<file path="src/rtl/poly_mod_mul_pipe.sv">
// -----------------------------------------------------------------------------
// poly_mod_mul_pipe
//
// Three-stage pipelined modular multiplier for the fixed modulus q = 3329,
// producing o = (a*b) mod 3329 for the NTT butterfly twiddle product. The
// reduction uses Barrett's method with M = floor(2^26 / 3329) = 20158.
//
// The result feeds a combinational modular add/sub stage directly, so o is a
// clean register output in the range 0..3328.
//
// Flow control: a single global stall (out_valid & ~out_ready) freezes every
// stage at once. Throughput is one result per cycle, results leave in accept
// order and there is no internal buffering.
//
// Ports
//   clk        in   1      rising-edge clock
//   rst        in   1      synchronous reset, active-high
//   in_valid   in   1      a / b / in_tag valid this cycle
//   in_ready   out  1      stage accepts input this cycle (= ~stall)
//   a          in   WIDTH  operand, 0..4095
//   b          in   WIDTH  operand (twiddle), 0..4095
//   in_tag     in   TAG_W  sideband (coefficient index), passed through
//   out_valid  out  1      o / out_tag valid
//   out_ready  in   1      downstream accepts o this cycle
//   o          out  WIDTH  (a*b) mod 3329
//   out_tag    out  TAG_W  tag belonging to o
//
// Parameters
//   WIDTH  operand width; the Barrett constants are only valid for 12
//   TAG_W  sideband tag width
// -----------------------------------------------------------------------------
module poly_mod_mul_pipe #(
  parameter int WIDTH = 12,
  parameter int TAG_W = 8
) (
  input  logic             clk,
  input  logic             rst,
  input  logic             in_valid,
  output logic             in_ready,
  input  logic [WIDTH-1:0] a,
  input  logic [WIDTH-1:0] b,
  input  logic [TAG_W-1:0] in_tag,
  output logic             out_valid,
  input  logic             out_ready,
  output logic [WIDTH-1:0] o,
  output logic [TAG_W-1:0] out_tag
);

  localparam int          PW        = 2 * WIDTH;   // full product width (24)
  localparam int          QW        = 13;          // Barrett quotient width
  localparam int          RW        = 14;          // remainder working width
  localparam logic [14:0] BARRETT_M = 15'd20158;   // floor(2^26 / 3329)
  localparam logic [13:0] Q14       = 14'd3329;

  // Barrett quotient estimate t = (p * M) >> 26. For p < 2^24 it reaches
  // about 5037, so 13 bits are kept rather than 11; the low 14 bits of t*q
  // must be exact for the remainder to come out right.
  function automatic logic [QW-1:0] barrett_quot(input logic [PW-1:0] p);
    logic [PW+14:0] wide;
    wide = {15'd0, p} * {{PW{1'b0}}, BARRETT_M};
    return QW'(wide >> 26);
  endfunction

  // True remainder p - t*q lies in 0..2q-1 < 2^14, so modulo-2^14
  // arithmetic on the low bits of both terms is exact.
  function automatic logic [RW-1:0] barrett_rem(input logic [RW-1:0] p_lo,
                                                input logic [QW-1:0] t);
    return p_lo - RW'({1'b0, t} * Q14);
  endfunction

  // Barrett error is below 2, so a single conditional subtract of q
  // brings the remainder into 0..3328.
  function automatic logic [WIDTH-1:0] cond_sub_q(input logic [RW-1:0] r);
    logic [RW-1:0] s;
    s = (r >= Q14) ? (r - Q14) : r;
    return WIDTH'(s);
  endfunction

  // Global flow control: every stage advances together or not at all.
  logic stall;
  logic advance;

  // S1 registers: full product
  logic             vld_p1_q;
  logic [PW-1:0]    prod_p1_q;
  logic [PW-1:0]    prod_p1_d;
  logic [TAG_W-1:0] tag_p1_q;

  // S2 registers: low product bits and quotient estimate
  logic             vld_p2_q;
  logic [RW-1:0]    prod_lo_p2_q;
  logic [RW-1:0]    prod_lo_p2_d;
  logic [QW-1:0]    quot_p2_q;
  logic [QW-1:0]    quot_p2_d;
  logic [TAG_W-1:0] tag_p2_q;

  // S3 registers: reduced result (module outputs)
  logic             vld_p3_q;
  logic [WIDTH-1:0] o_q;
  logic [WIDTH-1:0] o_d;
  logic [TAG_W-1:0] out_tag_q;
  logic [RW-1:0]    rem_p3;

  assign stall    = vld_p3_q & ~out_ready;
  assign advance  = ~stall;
  assign in_ready = ~stall;

  assign out_valid = vld_p3_q;
  assign o         = o_q;
  assign out_tag   = out_tag_q;

  always_comb begin
    prod_p1_d    = PW'(a) * PW'(b);
    quot_p2_d    = barrett_quot(prod_p1_q);
    prod_lo_p2_d = prod_p1_q[RW-1:0];
    rem_p3       = barrett_rem(prod_lo_p2_q, quot_p2_q);
    o_d          = cond_sub_q(rem_p3);
  end

  // Valid bits: cleared by reset so in-flight items are dropped for good.
  always_ff @(posedge clk) begin
    if (rst) begin
      vld_p1_q <= 1'b0;
      vld_p2_q <= 1'b0;
      vld_p3_q <= 1'b0;
    end else if (advance) begin
      vld_p1_q <= in_valid;
      vld_p2_q <= vld_p1_q;
      vld_p3_q <= vld_p2_q;
    end
  end

  // ---- S0 -> S1 : multiply -------------------------------------------------
  always_ff @(posedge clk) begin
    if (advance) begin
      prod_p1_q <= prod_p1_d;
      tag_p1_q  <= in_tag;
    end
  end

  // ---- S1 -> S2 : Barrett quotient estimate --------------------------------
  always_ff @(posedge clk) begin
    if (advance) begin
      prod_lo_p2_q <= prod_lo_p2_d;
      quot_p2_q    <= quot_p2_d;
      tag_p2_q     <= tag_p2_d_sel(tag_p1_q);
    end
  end

  function automatic logic [TAG_W-1:0] tag_p2_d_sel(input logic [TAG_W-1:0] t);
    return t;
  endfunction

  // ---- S2 -> S3 : remainder, conditional subtract --------------------------
  // The output pair is only rewritten by a valid item, so o/out_tag keep the
  // last result through bubbles as well as through stalls.
  always_ff @(posedge clk) begin
    if (rst) begin
      o_q       <= '0;
      out_tag_q <= '0;
    end else if (advance && vld_p2_q) begin
      o_q       <= o_d;
      out_tag_q <= tag_p2_q;
    end
  end

endmodule

</file>
<file path="config.mk">
export PLATFORM = sky130hd
export DESIGN_NAME = poly_mod_mul_pipe
export DESIGN_NICKNAME = d
export VERILOG_FILES = /design/src/rtl/poly_mod_mul_pipe.sv
export SDC_FILE = /design/constraint.sdc
export NUM_CORES = 1
export LEC_CHECK = 0
export ABC_AREA = 1
export ABC_CLOCK_PERIOD_IN_PS = 5500
export CORE_MARGIN = 5
export CORE_UTILIZATION = 30
export CTS_BUF_LIST = sky130_fd_sc_hd__clkbuf_4 sky130_fd_sc_hd__clkbuf_8
export DETAILED_ROUTE_END_ITERATION = 16
export PLACE_DENSITY = 0.44
export RECOVER_POWER = 50
export SLEW_MARGIN = 20
export SYNTH_ARGS = -nofsm -noshare
export SYNTH_HDL_FRONTEND = slang
export SYNTH_SLANG_ARGS = --single-unit
</file>
<file path="constraint.sdc">
create_clock -name clk -period 5.5 [get_ports clk]
set_input_delay 1.1 -clock clk [delete_from_list [all_inputs] [get_ports clk]]
set_output_delay 1.1 -clock clk [all_outputs]
set_load 0.05 [all_outputs]
</file>
==> Word-level counts from Yosys, hierarchy flattened <==
Cells that the tools add are included.
{ "op_classes": {"n_lt_le_gt_ge": 1, "n_reduce_logical": 1, "n_mux": 1, "mul": 3, "bitwise_logic": 3, "add_sub_neg": 2} }
{ "ops": {"columns": ["op", "n"], "rows": [
  ["$mul A24 B14 Y38 const B", 1],
  ["$mul A12 B12 Y24", 1],
  ["$ge A14 B12 Y1 const B", 1],
  ["$mul A13 B12 Y14 const B", 1],
  ["$sub A14 B14 Y14", 1],
  ["$mux W12", 1],
  ["$sub A12 B12 Y12 const B", 1],
  ["$not A1 Y1", 2],
  ["$and A1 B1 Y1", 1],
  ["$logic_and A1 B1 Y1", 1]
]} }
{ "totals": {"in_bits": 36, "register_bits": 90} }

==> Logic depth before layout (Yosys ltp) <==
{ "logic_depth": {"ltp_word": 4, "ltp_mapped": 26, "mapped_depth_nobuf": 26} }

==> Worst setup path before layout <==
OpenSTA, ideal clock, no wires.
{ "synth_timing": {"path_kind": "in2reg", "start": "input port b[5]", "end": "register prod_p1_q[19], data pin", "path_slack_ps": -303, "path_buffers": 1, "arrival_time_ps": 5544, "required_ps": 5241, "cell_stages": 22, "cell_sequence": "clkbuf_1 -> nand2_1 -> fa_1 -> fa_1 -> fa_1 -> inv_1 -> fa_1 -> inv_1 -> fa_1 -> inv_1 -> ha_1 -> a21oi_1 -> o21ai_0 -> a21oi_1 -> o21ai_0 -> nand3_1 -> nand2_1 -> nand3_1 -> nand2_1 -> nand2_1 -> nand2_1 -> xor2_1"} }
{ "synth_between": {"elab_chain_len": 1} }
{ "synth_rtl": {"columns": ["item", "line", "text"], "rows": [
  ["start, declared", "41", "input logic [WIDTH-1:0] b,"],
  ["$mul A12 B12 Y24", "113", "prod_p1_d = PW'(a) * PW'(b);"],
  ["named net prod_p1_d[19]", "86", "logic [PW-1:0] prod_p1_d;"],
  ["end signal, assigned", "136", "prod_p1_q <= prod_p1_d;"],
  ["end, declared", "85", "logic [PW-1:0] prod_p1_q;"]
]} }
The timed path passes the listed nets, and every way through them passes these cells.
A chain may end at the register's enable or synchronous reset.

==> Worst setup path in the final report <==
{ "layout_timing": {"start": "register prod_p1_q[18]", "end": "register quot_p2_q[3], data pin"} }
{ "layout_between": {"elab_chain_len": 1} }
{ "layout_rtl": {"columns": ["item", "line", "text"], "rows": [
  ["$mul A24 B14 Y38", "60", "wide = {15'd0, p} * {{PW{1'b0}}, BARRETT_M};"],
  ["named net quot_p2_d[3]", "94", "logic [QW-1:0] quot_p2_d;"],
  ["end signal, assigned", "145", "quot_p2_q <= quot_p2_d;"],
  ["end, declared", "93", "logic [QW-1:0] quot_p2_q;"]
]} }
The timed path passes the listed nets, and every way through them passes these cells.

==> metrics.md <==
| Metric | Value |
|---|---|
| Std cell rows | 85 |
| Initial DRC Count | 488 |
| Die Ht | 242 um |
| Slew @ Worst Pin | around 1.3 ns |
| # clock sinks | 90 |
| Number of synthesized flops with an enable pin | 67 |
| DP HPWL | roughly 35000 um |
| Main flop type after synthesis | edfxtp_1 |
| Hold slack | 0.430 ns |
| TritonCTS Buffers | 9 |
| Multi-input gate area | 12300 sq um |
| Leading cell types in the layout, fill and taps excluded | 449 x inv_1, 323 x nand2_1, 241 x fa_1, 221 x ha_1, 196 x buf_4 |
| Global route overflow | 0 |
| Initial antenna violation count | 1 |
| Slowest stage delay, CP | 0.65 ns |
| Syn nets | 2390 |
| Routability cong. | 0.882 |
| Max FO, Critical Path | 4 |
| Ant. Diodes | 0 |
| Vias per inst | 4.39 |
| Drc violations | 0 |
| Final Cycle Share | 98.1% |
| DIE AREA | 58600 sq um |
| Clk_skew | roughly 0.018 ns |
| Synth Warn # | 0 |
| Core area | 53600 sq um |
| Layout cells sized above 1 | 19.8% |
| Final std cells w/o fill | 2819 |
| Clk slew on worst S/H paths | 0.10 ns |
| Max Cap Viol | 0 |
| IO Port Bufs | 57 |
| Crit-path cells | fa_2 > fa_1 > fa_1 > fa_2 > fa_1 > inv_2 > fa_1 > inv_2 > ha_4 > nand2_2 > buf_4 > o21bai_1 > inv_1 > o21bai_1 > buf_4 > nor2_1 > xnor2_1 |
| Vias in the first global route | 13300 |
| Fill cells | 5642 |
| Register Area | 2470 sq um |
| Mapped Cells | 1856 |
| Total wire length | 40000 um |
| Final ANT Viol Nets | 0 |
| Wire length per cell | between 10 and 15 um |
| Placed Cells | approximately 2700 |
| Status | completed |
| Netlist cell types | 42 |
| Cell mode on critical path | fa_1 |
| Largest net degree at the start of global routing | 47 |
| Global-route wire length before repair | 66900 um |
| Slew Limit Fails | 0 |
| Crit Path Class | register to register |
| Crit. End Element | register |
| Synth Register Bits | 90 |
| CP delay by family, top | adder cells |
| RSZ-0062 raised after global routing | yes |
| Final setup violation count | 0 |
| Worst EP required | 5.65 ns |
| Slew margin rel. | 13.2% |
| Final critical-path required period | about 5.4 ns |
| Synth top area cells | fa_1 32%, ha_1 19%, edfxtp_1 12% |
| H-tree depth | 3 |
| Commonest non-fill, non-tap cell in the layout | inv_1 |
| Io pins | 58 |
| Startpoint types | register |
| Final Util | 37.4% |
| Fmax | approximately 190 MHz |
| TritonCTS clock tree | built |
| Yosys top cell by area | fa_1 |
| Mapped cell area | 16200 sq um |
| TritonRoute pass-1 iters | 5 |
| Root Buffer | clkbuf_8 |
| Initial core utilization | 30.2% |
| Share of the synthesized area in the top cell type | around a third |
| Slowest CP cell | fa_2 |
| Area Overhead vs Synth | 24.0% |
| Buf/Inv on CP | 5 |
| Clock latency on the worst-skew pair | 0.41 ns |
| Clk buf depth | 2 |
| Register area share after synthesis | 15.3% |
| CP Data Arrival Time | 5.55 ns |
| Total GRT Usage | around 14% |
| Hold Path Class | register to register |
| Die W | 242 um |
| Async SR Flop Fraction | 0% |
| Final #Nets | 2652 |
| Final Hold Viols | 0 |
| Vias | 12400 |
| Avg Inst Size Synth | slightly below 9 sq um |
synth_stat cells (all sizes together), types with 5 or more instances:
| cell type | n |
|---|---|
| nor3 | 6 |
| xnor2 | 11 |
| nand3b | 6 |
| inv | 486 |
| nand2 | 360 |
| a21oi | 76 |
| fa | 257 |
| clkbuf | 29 |
| o21ai | 38 |
| edfxtp | 67 |
| dfxtp | 23 |
| ha | 241 |
| nand3 | 55 |
| nor2 | 99 |
| o211ai | 5 |
| nand4 | 12 |
| a31oi | 8 |
| xor2 | 37 |
| a21o | 9 |
| nor4 | 5 |
registers in the layout (all words and copies together) (netlist names):
name          cells
out_tag           8
vld_p1_q          1
tag_p1_q          8
prod_lo_p2_q     14
tag_p2_q          8
vld_p2_q          1
out_valid         1
quot_p2_q        13
o                12
prod_p1_q        24
kinds of logic after synthesis:
logic type	after synthesis	synth area share, %
AO/OA/AOI/OAI	155	5.50
buffers and inverters	520	12.2
XOR/XNOR	48	2.65
flip-flops	90	15.3
adder cells (fa/ha/maj)	498	50.5
AND/OR/NAND/NOR	545	13.9
metrics by stage:
| stage | TNS (ns) | area (sq um) | setup slack [ns] |
|---|---|---|---|
| final | 0 | 20000 | 0.104 |
| after global routing | -0.465 | 20000 | -0.0804 |
| after CTS | -0.0488 | 19400 | -0.0252 |
| after detailed placement | -8.07 | 18800 | -0.798 |
| after global placement | -7.55 | 18800 | -0.739 |
| after floorplan | 0 | 16300 | 0.000437 |
timing repair:
action	4_1_cts	5_1_grt
gates cloned	1	1
pin swaps	24	111
gates resized for setup	60	177
setup buffers	21	36
setup endpoints to repair	16	23
hold buffers	0	0
final timing paths:
path	slack (ns)	start	cells after the start	end
worst max register to register	0.10	prod_p1_q[18]	17	quot_p2_q[3]
worst min register to register	0.43	tag_p1_q[5]	0	tag_p2_q[5]
worst min-delay path	0.43	tag_p1_q[5]	0	tag_p2_q[5]
worst max-delay path	0.10	prod_p1_q[18]	17	quot_p2_q[3]
area by class of cell:
type                       instances  area share [%]
sequential                        90            12.3
tap                              696            4.35
multi-input combinational       1246            61.6
timing repair buffer             284            11.6
clock buffer                       9           0.618
clock inverter                     7           0.412
inverter                         487            9.14
metal layers:
| layer | wire length (um) | global-route usage, % | vias up |
|---|---|---|---|
| li1 | - | - | 6199 |
| met1 | 18400 | 18.3 | 6050 |
| met2 | 20400 | 24.9 | 105 |
| met3 | 669 | 1.22 | 24 |
| met4 | 531 | 2.75 | 0 |
| met5 | 0 | 0 | - |
Power is not shown: default switching activity piles up to over one toggle a cycle in this logic, so the estimate is an artifact.
